===== src/rtl/alpha_trim_mean.sv =====
// Trimmed-mean back end: sums the middle KEEP entries of a sorted window, then
// divides by KEEP with round-half-up using a bit-serial restoring divider.
module alpha_trim_mean #(
    parameter int DN     = 25,
    parameter int DW     = 8,
    parameter int DW_SEQ = $clog2(DN),
    parameter int TRIM   = 4
) (
    input  logic                 clk,
    input  logic                 rst_n,
    input  logic                 start,
    input  logic [DW_SEQ*DN-1:0] idx_in,
    input  logic [DW*DN-1:0]     win_in,
    output logic [DW-1:0]        mean_out,
    output logic                 mean_valid,
    output logic                 busy,
    output logic                 overrun
);

    localparam int KEEP = DN - 2 * TRIM;
    localparam int SW   = DW + $clog2(DN);
    localparam int CW   = $clog2(SW + 1);

    localparam logic [DW_SEQ-1:0] K_FIRST   = DW_SEQ'(TRIM);
    localparam logic [DW_SEQ-1:0] K_LAST    = DW_SEQ'(DN - TRIM - 1);
    localparam logic [SW:0]       DIVISOR   = (SW + 1)'(KEEP);
    localparam logic [SW-1:0]     DIVISOR_N = SW'(KEEP);
    localparam logic [SW-1:0]     HALF      = SW'(KEEP / 2);
    localparam logic [CW-1:0]     DIV_LAST  = CW'(SW - 1);

    if (2 * TRIM >= DN) begin : g_trim_check
        $error("alpha_trim_mean: 2*TRIM must be less than DN");
    end

    typedef enum logic [1:0] {
        S_IDLE = 2'd0,
        S_ACC  = 2'd1,
        S_DIV  = 2'd2,
        S_DONE = 2'd3
    } state_t;

    state_t               state_q, state_d;
    logic [DW_SEQ*DN-1:0] idx_q, idx_d;
    logic [DW*DN-1:0]     win_q, win_d;
    logic [DW_SEQ-1:0]    k_q, k_d;
    logic [CW-1:0]        cnt_q, cnt_d;
    logic [SW-1:0]        acc_q, acc_d;
    logic [SW-1:0]        rem_q, rem_d;
    logic [DW-1:0]        mean_q, mean_d;
    logic                 valid_q, valid_d;
    logic                 busy_q, busy_d;
    logic                 ovr_q, ovr_d;

    logic [DW_SEQ-1:0]    entry_s;
    logic [DW-1:0]        pix_s;
    logic [SW-1:0]        sum_s;
    logic [SW:0]          trial_s;
    logic                 fits_s;
    logic                 load_s;

    // Pixel lookup through sorted entry k; an index >= DN matches no pixel and reads 0.
    always_comb begin
        entry_s = '0;
        pix_s   = '0;
        for (int i = 0; i < DN; i++) begin
            entry_s = (k_q == DW_SEQ'(i)) ? idx_q[i*DW_SEQ +: DW_SEQ] : entry_s;
        end
        for (int p = 0; p < DN; p++) begin
            pix_s = (entry_s == DW_SEQ'(p)) ? win_q[p*DW +: DW] : pix_s;
        end
        sum_s   = acc_q + SW'(pix_s);
        trial_s = {rem_q, acc_q[SW-1]};
        fits_s  = (trial_s >= DIVISOR);
        load_s  = start && ((state_q == S_IDLE) || (state_q == S_DONE));
    end

    // State register.
    always_ff @(posedge clk or negedge rst_n) begin
        if (!rst_n) begin
            state_q <= S_IDLE;
        end else begin
            state_q <= state_d;
        end
    end

    // Next-state logic; a start arriving in DONE chains straight into the next window.
    always_comb begin
        state_d = state_q;
        case (state_q)
            S_IDLE: begin
                if (start) state_d = S_ACC;
                else       state_d = S_IDLE;
            end
            S_ACC: begin
                if (k_q == K_LAST) state_d = S_DIV;
                else               state_d = S_ACC;
            end
            S_DIV: begin
                if (cnt_q == DIV_LAST) state_d = S_DONE;
                else                   state_d = S_DIV;
            end
            S_DONE: begin
                if (start) state_d = S_ACC;
                else       state_d = S_IDLE;
            end
            default: state_d = S_IDLE;
        endcase
    end

    // Datapath and output next values; acc doubles as dividend/quotient shift register.
    always_comb begin
        idx_d   = idx_q;
        win_d   = win_q;
        k_d     = k_q;
        cnt_d   = cnt_q;
        acc_d   = acc_q;
        rem_d   = rem_q;
        valid_d = (state_q == S_DONE);
        mean_d  = (state_q == S_DONE) ? acc_q[DW-1:0] : mean_q;
        busy_d  = (state_d == S_ACC) || (state_d == S_DIV);
        ovr_d   = start && ((state_q == S_ACC) || (state_q == S_DIV));
        if (load_s) begin
            idx_d = idx_in;
            win_d = win_in;
            acc_d = '0;
            k_d   = K_FIRST;
        end else begin
            case (state_q)
                S_ACC: begin
                    k_d = k_q + DW_SEQ'(1);
                    if (k_q == K_LAST) begin
                        acc_d = sum_s + HALF;
                        rem_d = '0;
                        cnt_d = '0;
                    end else begin
                        acc_d = sum_s;
                    end
                end
                S_DIV: begin
                    acc_d = {acc_q[SW-2:0], fits_s};
                    rem_d = fits_s ? (trial_s[SW-1:0] - DIVISOR_N) : trial_s[SW-1:0];
                    cnt_d = cnt_q + CW'(1);
                end
                default: begin
                    acc_d = acc_q;
                end
            endcase
        end
    end

    // Datapath and output registers.
    always_ff @(posedge clk or negedge rst_n) begin
        if (!rst_n) begin
            idx_q   <= '0;
            win_q   <= '0;
            k_q     <= '0;
            cnt_q   <= '0;
            acc_q   <= '0;
            rem_q   <= '0;
            mean_q  <= '0;
            valid_q <= 1'b0;
            busy_q  <= 1'b0;
            ovr_q   <= 1'b0;
        end else begin
            idx_q   <= idx_d;
            win_q   <= win_d;
            k_q     <= k_d;
            cnt_q   <= cnt_d;
            acc_q   <= acc_d;
            rem_q   <= rem_d;
            mean_q  <= mean_d;
            valid_q <= valid_d;
            busy_q  <= busy_d;
            ovr_q   <= ovr_d;
        end
    end

    assign mean_out   = mean_q;
    assign mean_valid = valid_q;
    assign busy       = busy_q;
    assign overrun    = ovr_q;

endmodule


===== config.mk =====
export PLATFORM = sky130hd
export DESIGN_NAME = alpha_trim_mean
export DESIGN_NICKNAME = d
export VERILOG_FILES = /design/src/rtl/alpha_trim_mean.sv
export SDC_FILE = /design/constraint.sdc
export NUM_CORES = 1
export LEC_CHECK = 0
export BUFFER_PORTS_ARGS = -buffer_cell sky130_fd_sc_hd__clkbuf_2
export CAP_MARGIN = 20
export CORE_MARGIN = 1.5
export CORE_UTILIZATION = 40
export CTS_BUF_LIST = sky130_fd_sc_hd__clkbuf_4 sky130_fd_sc_hd__clkbuf_8
export CTS_CLUSTER_DIAMETER = 60
export DETAILED_ROUTE_END_ITERATION = 8
export GPL_TIMING_DRIVEN = 0
export HOLD_SLACK_MARGIN = 0.1
export PLACE_DENSITY = 0.72
export SYNTH_ARGS = -nofsm -noshare
export SYNTH_HDL_FRONTEND = slang
export SYNTH_SLANG_ARGS = --single-unit

===== constraint.sdc =====
create_clock -name clk -period 7.91 [get_ports clk]
set_input_delay 1.9775 -clock clk [delete_from_list [all_inputs] [get_ports clk]]
set_output_delay 1.9775 -clock clk [all_outputs]
set_load 0.1 [all_outputs]

Yosys cells after proc, flatten, opt, wreduce, memory -nomap -nowiden
Index checks and enable logic that the tools add are counted. Widths: inputs -> output; s select.

Latch bits: 0. Memory bits (writable): 0. Input port bits: 328. Memory bits (read-only): 0. Output and inout port bits: 11. Memories: 0. Word-level logic and storage cells: 150. Register bits: 373.

Bitwise operators: 1. Order comparisons: 1. Multipliers: 0. Reductions and logical operators: 13. Div/mod/pow operators: 0. Multiplexer cells: 64. Add/subtract/negate cells: 5. Equal/unequal tests: 55. Shifts and indexed selects: 0.

Operator list (count): $mux 8 (25); $mux 5 (27); $eq 5x5->1 const B (18); $eq 5x4->1 const B (16); $mux 13 (4); $pmux 13 s2 (2); $eq 5x3->1 const B (8); $eq 5x2->1 const B (4); $ge 14x5->1 const B (1); $add 13x4->13 const B (1); $add 13x8->13 (1); $sub 13x5->13 const B (1); $eq 5x1->1 const B (2); $logic_not 5->1 (2); $pmux 4 s2 (1); $eq 2x2->1 const B (3); $pmux 2 s3 (1); $add 5x1->5 const B (1); $add 4x1->4 const B (1); $eq 2x1->1 const B (2); $eq 4x4->1 const B (1); $mux 4 (1); $reduce_bool 2->1 (2); $logic_or 1x1->1 (3); 9 further kinds (11).

Longest topological paths before layout
Gate-level depths: netlist of the first run.

Depth in word-level cells: 57. Mapped depth: 35.

Least setup slack after synthesis of the first run
Ideal clock, no wire load.

Path type: register to register. Start point: register k_q[0]. End point: register acc_q[9]. Setup slack: 1684 ps. Buffers on the path: 3. Required time: 7785 ps. Cell stages (with the launch flop): 28. Arrival time: 6101 ps. Period minus slack after synthesis: 6226 ps. Path through: dfrtp_1 > ha_1 > buf_2 > clkbuf_1 > and3_1 > ha_1 > clkbuf_1 > o311ai_0 > a211o_1 > a21oi_1 > and2_1 > nor2_1 > and3_1 > a221o_1 > a2111oi_0 > a21oi_1 > ha_1 > fa_1 > a21o_1 > a21oi_1 > o21bai_1 > a21oi_1 > xnor2_1 > nand4_1 > a211o_1 > o21ai_0 > nor3_1 > a2111oi_0.

Cells in the longest elaborated chain, start to end: 57. Elaborated cells on any way between the ends: 105. Those cells by class: add/sub: 2; eq/ne: 48; mux: 53; reduce/logical: 2.

Ends and longest elaborated chain: start, declared (line 45) `logic [DW_SEQ-1:0] k_q, k_d;`; start signal, assigned (line 167) `k_q <= k_d;`; $logic_not 5->1 (line 66) `entry_s = (k_q == DW_SEQ'(i)) ? idx_q[i*DW_SEQ +: DW_SEQ] : entry_s;`; $mux 5 (25 in series) (line 66); $logic_not 5->1 (line 69) `pix_s = (entry_s == DW_SEQ'(p)) ? win_q[p*DW +: DW] : pix_s;`; $mux 8 (25 in series) (line 69); $add 13x8->13 (line 71) `sum_s = acc_q + SW'(pix_s);`; $add 13x4->13 (line 132) `acc_d = sum_s + HALF;`; $mux 13 * (line 131) `if (k_q == K_LAST) begin`; $pmux 13 s2 * (line 128) `case (state_q)`; $mux 13 * (line 122) `if (load_s) begin`; end signal, assigned (line 158) `acc_q <= '0;`; end signal, assigned (line 169) `acc_q <= acc_d;`; end, declared (line 47) `logic [SW-1:0] acc_q, acc_d;`.

Mark *: on every way between the ends. The rest lies on a longest branch, timed or not. A chain may end at the register's enable or synchronous reset.

Worst setup path in the final report of the first run
Start point: register k_q[2]. End point: register acc_q[9].

The elaborated chain is that of the path after synthesis.

==> flow_summary.json, run 1 <==
{
  "failed_checks": "design-rule violations",
  "first_global_vias": 18600,
  "endpoint_required_time_on_the_critical_path_ps": 8420,
  "worst_path_maximum_fanout": 10,
  "timing_max_transition_violations_final": 0,
  "drt_first_pass_iters": 9,
  "detail-route-antenna-nets": 0,
  "synth.lib_cells_used.distinct": 88,
  "yosys.area.top_type": "sky130_fd_sc_hd__dfrtp_1",
  "min-delay-path-class": "reg2reg",
  "maximum_single_stage_delay_on_the_critical_path_ps": 630,
  "via_per_inst": 5.54,
  "grt_usage": 0.283,
  "drcViolationCount": 13,
  "timing.final.setup_violations": 0,
  "timing_hold_violations_final": 0,
  "worst_r2r_path_depth": 30,
  "whs_path_depth": 2,
  "critical_path.endpoint_type": "flip-flop",
  "initialDrtViolationCount": 1941,
  "die_height_um": 221,
  "netlist_top_cells_area": "sky130_fd_sc_hd__dfrtp_1 49%, sky130_fd_sc_hd__nand2_1 19%, sky130_fd_sc_hd__o21ai_0 2.6%",
  "design.die.area_mm2": 0.0488,
  "sequential_to_total_area_share_from_yosys_stat": 0.492,
  "clk-insertion-delay-late_ps": 650,
  "synth-edff-count": 0,
  "n_fill_cell": 4535,
  "yosys.cell_count.top_type": "sky130_fd_sc_hd__nand2_1",
  "fin_skew_ps": 33.3,
  "fmax_mhz": 134,
  "timing_worst_slew_pin_value_ps": 1130,
  "post_route_cell_area_mm2": 0.0231,
  "multi_input_comb_area_mm2": 0.00893,
  "fraction_of_layout_instances_using_a_drive_strength_above_1": 0.200,
  "core_area_mm2": 0.0467,
  "gp_congestion": 0.992,
  "drv_cap": 0,
  "r2r_slack_ps": 460,
  "first_pass_grt_wire_length_mm": 107,
  "grt.overflow.total": 0,
  "post_detailed_route_wirelength_per_cell_um": 20.6,
  "top_level_ports": 339,
  "fin_ws_ps": 462,
  "antenna_found_initial": 3,
  "placedInstanceArea_mm2": 0.0215,
  "seqCellArea_mm2": 0.00933,
  "maxSlewHeadroom": 0.238,
  "post_synth_instance_area_mm2": 0.0190,
  "place_ws_ps": -261,
  "numPortBuffers": 338,
  "syn_to_final_growth_pct": 21.8,
  "start_util": 0.407,
  "synthCells": 2308,
  "setup.worst_path.class": "reg2reg",
  "final_min_period_over_clock_period": 0.942,
  "timing.critical_path.from_type": "flip-flop",
  "fin_tns_setup_ps": 0,
  "cts_tree": "built",
  "pin_count_of_the_biggest_net_entering_global_routing": 113,
  "yosys_warnings": 0,
  "synthesized_flop_and_latch_total": 373,
  "worst_ep_arrival_ps": 7960,
  "numCtsBuffers": 66,
  "synth.net_count": 2659,
  "totalWireLength_mm": 69.5,
  "htree_levels": 3,
  "status": "finished with violations",
  "cts_max_path_buffers": 3,
  "final_period_minus_worst_setup_slack_ps": 7450,
  "vias": 18700,
  "syn_avg_cell_area_um2": 8.22,
  "cts_num_sinks": 373,
  "hpwl_dp_mm": 53.2,
  "cts.root.buffer_cell": "sky130_fd_sc_hd__clkbuf_8",
  "fp-row-count": 79,
  "post_synth_most_frequent_cells": "986 x sky130_fd_sc_hd__nand2_1, 373 x sky130_fd_sc_hd__dfrtp_1, 98 x sky130_fd_sc_hd__clkbuf_1, 98 x sky130_fd_sc_hd__o21ai_0, 81 x sky130_fd_sc_hd__a21oi_1",
  "cpMaxStageDelayCell": "sky130_fd_sc_hd__o311ai_0",
  "synth-async-reset-ratio": 1.00,
  "layout.nets": 3072,
  "utilization": 0.496,
  "clock_pin_slew_of_the_registers_on_the_worst_case_setup_and_hold_paths_ps": 60,
  "die_width_um": 221,
  "synth_largest_type_area_fraction": 0.492,
  "synth_ff_type": "sky130_fd_sc_hd__dfrtp_1"
}
-- logic make-up (layout without fill, tap and decap cells) --
| group | Yosys count | after routing | share of synthesized area |
|---|---|---|---|
| compound gates | 401 | 401 | 0.142 |
| mux | 18 | 18 | 0.0102 |
| buf+inv | 199 | 660 | 0.0432 |
| simple gates | 1269 | 1269 | 0.286 |
| xor+xnor | 25 | 25 | 0.0115 |
| other cells | 0 | 1 | 0 |
| flops | 373 | 373 | 0.492 |
| fa+ha+maj | 23 | 23 | 0.0156 |
-- cell type report --
class / count / share of cell area
multi-input cells: 1736 / 0.386
plain buffers: 137 / 0.0261
inverters: 61 / 0.00990
well taps: 607 / 0.0328
clock inverters: 12 / 0.00444
clock buffers: 104 / 0.0576
repair buffers: 346 / 0.0793
flip-flops and latches: 373 / 0.404
diodes: 1 / 0.000108
-- path summary, 6_finish.rpt --
check | startpoint | to
max | k_q[2] | acc_q[9]
min | win_q[12] | win_q[12]
max reg2reg | k_q[2] | acc_q[9]
min reg2reg | win_q[12] | win_q[12]
max in group asynchronous | rst_n | acc_q[1]
min in group asynchronous | rst_n | win_q[26]
-- placed cells by master, fill, tap and decap left out, drive strengths merged, types with 15 or more instances in the layout --
cell / n
nand2: 988
clkbuf: 542
dfrtp: 373
o21ai: 109
a21oi: 82
nor2: 79
inv: 63
buf: 45
nor3: 38
nand3: 34
nor2b: 23
a22oi: 23
ha: 22
a211oi: 22
o22ai: 19
xnor2: 16
nand4: 15
-- worst max-delay path: cells and delay by family, from the launching register on --
kind	cells	cell delay (ps)
AO/OA/AOI/OAI	14	3480
XOR/XNOR	1	210
adder cells (fa/ha/maj)	2	580
buffers and inverters	8	1740
flip-flops	1	410
AND/OR/NAND/NOR	5	880
-- repair_timing --
action,CTS,global route
buffers inserted,3,2
hold buffers,0,0
resized for setup,8,31
pin swaps,2,2
endpoints found under the setup margin,4,5
-- sequential cells by signal (all words and copies together), names as in the netlist --
signal and cells:
k_q 5, acc_q 13, overrun 1, idx_q 125, busy 1, cnt_q 4
mean_out 8, win_q 200, rem_q 13, mean_valid 1, state_q 2
-- layer usage --
layer  wire length [um]  track usage  part of all wire  vias up
met5                 13            0           0.00019        -
met4               2300       0.0921             0.033        2
met3               5850       0.0563             0.084      162
met2              31900        0.453              0.46      945
met1              29500        0.384              0.42     9017
li1                   -            -                 -     8596
-- stage by stage --
step / std cells / hold WS (ps)
after global routing: 3377 / 491
after detailed placement: 3256 / 461
after global placement: 3253 / 454
after CTS: 3374 / 476
final: 3377 / 473
after floorplan: 2308 / 437
Power of run 1 is not shown: default switching activity piles up to over one toggle a cycle in this logic, so the estimate is an artifact.
==> run 2, diff against run 1 <==
- CORE_UTILIZATION: 40 -> 58
- CTS_CLUSTER_SIZE: default -> 20
- PLACE_DENSITY: 0.72 -> 0.94
==> run 2 against run 1 <==
  * The run now ends clean
  * First-iteration DRC count is 4.9% higher
  * Clock skew rose by 5.5 ps
  * Critical path depth decreased by 3
==> flow_summary.json, run 2 (synthesized netlist as in run 1, its figures left out) <==
{
  "status": "complete, no violations",
  "grt_usage": 0.385,
  "fp-row-count": 66,
  "timing.final.setup_violations": 0,
  "core_area_mm2": 0.0324,
  "final_cell_mix": "985 x sky130_fd_sc_hd__nand2_1, 373 x sky130_fd_sc_hd__dfrtp_1, 344 x sky130_fd_sc_hd__clkbuf_2",
  "timing_max_transition_violations_final": 0,
  "fin_tns_setup_ps": 0,
  "via_per_inst": 6.07,
  "setup.worst_path.class": "reg2reg",
  "htree_levels": 1,
  "top_register": "win_q",
  "fin_skew_ps": 38.8,
  "start_util": 0.586,
  "detail-route-antenna-nets": 0,
  "vias": 19100,
  "cts_max_path_buffers": 3,
  "grt.overflow.total": 0,
  "final_period_minus_worst_setup_slack_ps": 7540,
  "gp_congestion": 0.978,
  "numPortBuffers": 338,
  "post_detailed_route_wirelength_per_cell_um": 20.7,
  "die_height_um": 184,
  "clock_pin_slew_of_the_registers_on_the_worst_case_setup_and_hold_paths_ps": 110,
  "critical_path.endpoint_type": "flip-flop",
  "min-delay-path-class": "reg2reg",
  "hpwl_dp_mm": 49.9,
  "cts_tree": "built",
  "timing_hold_violations_final": 0,
  "fmax_mhz": 133,
  "r2r_slack_ps": 370,
  "timing_worst_slew_pin_value_ps": 968,
  "largest_register_ff_count": 200,
  "top_level_ports": 339,
  "n_fill_cell": 2636,
  "totalWireLength_mm": 65.3,
  "pin_count_of_the_biggest_net_entering_global_routing": 119,
  "drt_first_pass_iters": 8,
  "top_regs": "win_q x200, idx_q x125",
  "first_pass_grt_wire_length_mm": 100,
  "worst_path_maximum_fanout": 19,
  "most_common_cell_after_layout_fill_and_taps_aside": "sky130_fd_sc_hd__nand2_1",
  "die_width_um": 184,
  "design.die.area_mm2": 0.0338,
  "clk-insertion-delay-late_ps": 680,
  "final_min_period_over_clock_period": 0.953,
  "numCtsBuffers": 31,
  "maxSlewHeadroom": 0.349,
  "cts.root.buffer_cell": "sky130_fd_sc_hd__clkbuf_8",
  "timing.critical_path.from_type": "flip-flop",
  "endpoint_required_time_on_the_critical_path_ps": 8420,
  "drv_cap": 0,
  "layout.nets": 3037,
  "first_global_vias": 18400,
  "antenna_found_initial": 1,
  "fraction_of_layout_instances_using_a_drive_strength_above_1": 0.181,
  "syn_to_final_growth_pct": 16.8,
  "worst_ep_arrival_ps": 8050,
  "drcViolationCount": 0,
  "initialDrtViolationCount": 2037,
  "cts_num_sinks": 373
}
run 2: worst paths after layout:
kind / from / endpoint / cells after the start
setup / recovery: k_q[0] / acc_q[9] / 27
hold / removal: win_q[12] / win_q[12] / 2
setup reg to reg: k_q[0] / acc_q[9] / 27
hold reg to reg: win_q[12] / win_q[12] / 2
max in group asynchronous: rst_n / mean_valid / 3
min in group asynchronous: rst_n / win_q[24] / 1
run 2: critical path, cell delays in order (launching register included):
cell and delay [ps]:
sky130_fd_sc_hd__dfrtp_1 450, sky130_fd_sc_hd__ha_1 190, sky130_fd_sc_hd__buf_2 330, sky130_fd_sc_hd__buf_2 320, sky130_fd_sc_hd__nor2b_1 460, sky130_fd_sc_hd__nor3b_1 110, sky130_fd_sc_hd__a21oi_1 190, sky130_fd_sc_hd__nand3_1 210
sky130_fd_sc_hd__a211o_1 360, sky130_fd_sc_hd__nand2_2 200, sky130_fd_sc_hd__buf_2 300, sky130_fd_sc_hd__nand2_1 230, sky130_fd_sc_hd__nor3_4 520, sky130_fd_sc_hd__a22oi_1 260, sky130_fd_sc_hd__and3_1 240, sky130_fd_sc_hd__a221o_1 300
sky130_fd_sc_hd__a21oi_1 200, sky130_fd_sc_hd__ha_1 310, sky130_fd_sc_hd__a21o_1 190, sky130_fd_sc_hd__a21oi_1 270, sky130_fd_sc_hd__o21bai_1 100, sky130_fd_sc_hd__a21oi_1 230, sky130_fd_sc_hd__xnor2_1 210, sky130_fd_sc_hd__nand4_1 190
sky130_fd_sc_hd__a211o_1 320, sky130_fd_sc_hd__o21ai_1 250, sky130_fd_sc_hd__nor3_1 70, sky130_fd_sc_hd__a2111oi_0 370
run 2: final cells by class:
cell class	instances	area (um2)	share of cell area
sequential	373	9330	0.421
multi-input combinational	1736	8900	0.401
timing repair buffer	346	1820	0.0820
buffer	137	602	0.0272
tap	442	553	0.0250
clock buffer	34	455	0.0205
clock inverter	22	273	0.0123
inverter	61	229	0.0103
antenna	1	2.50	0.000113
run 2: routing by layer:
metal	GRT usage	vias up	routed length, um
met3	0.0705	230	6710
met4	0.196	0	3600
met2	0.618	1226	30100
met1	0.503	9164	24800
met5	0	-	0
li1	-	8503	-
run 2: timing repair:
action | CTS | global route
endpoints found under the setup margin | 1 | 6
hold buffers | 0 | 0
gates resized for setup | 5 | 26
buffers inserted | 1 | 3
pin swaps | 1 | 3
run 2: stage by stage:
stage	cells	utilization	hold WS [ps]	instance area, um2	setup WS [ps]
2_1_floorplan	2308	-	437	19000	1680
3_3_place_gp	3088	0.656	451	21200	-2880
3_5_place_dp	3091	0.659	458	21300	-91.9
4_1_cts	3147	0.682	483	22100	69.9
5_1_grt	3152	0.685	511	22200	-10.2
6_report	3152	0.685	488	22200	369
Power of run 2 is left out for the same reason.
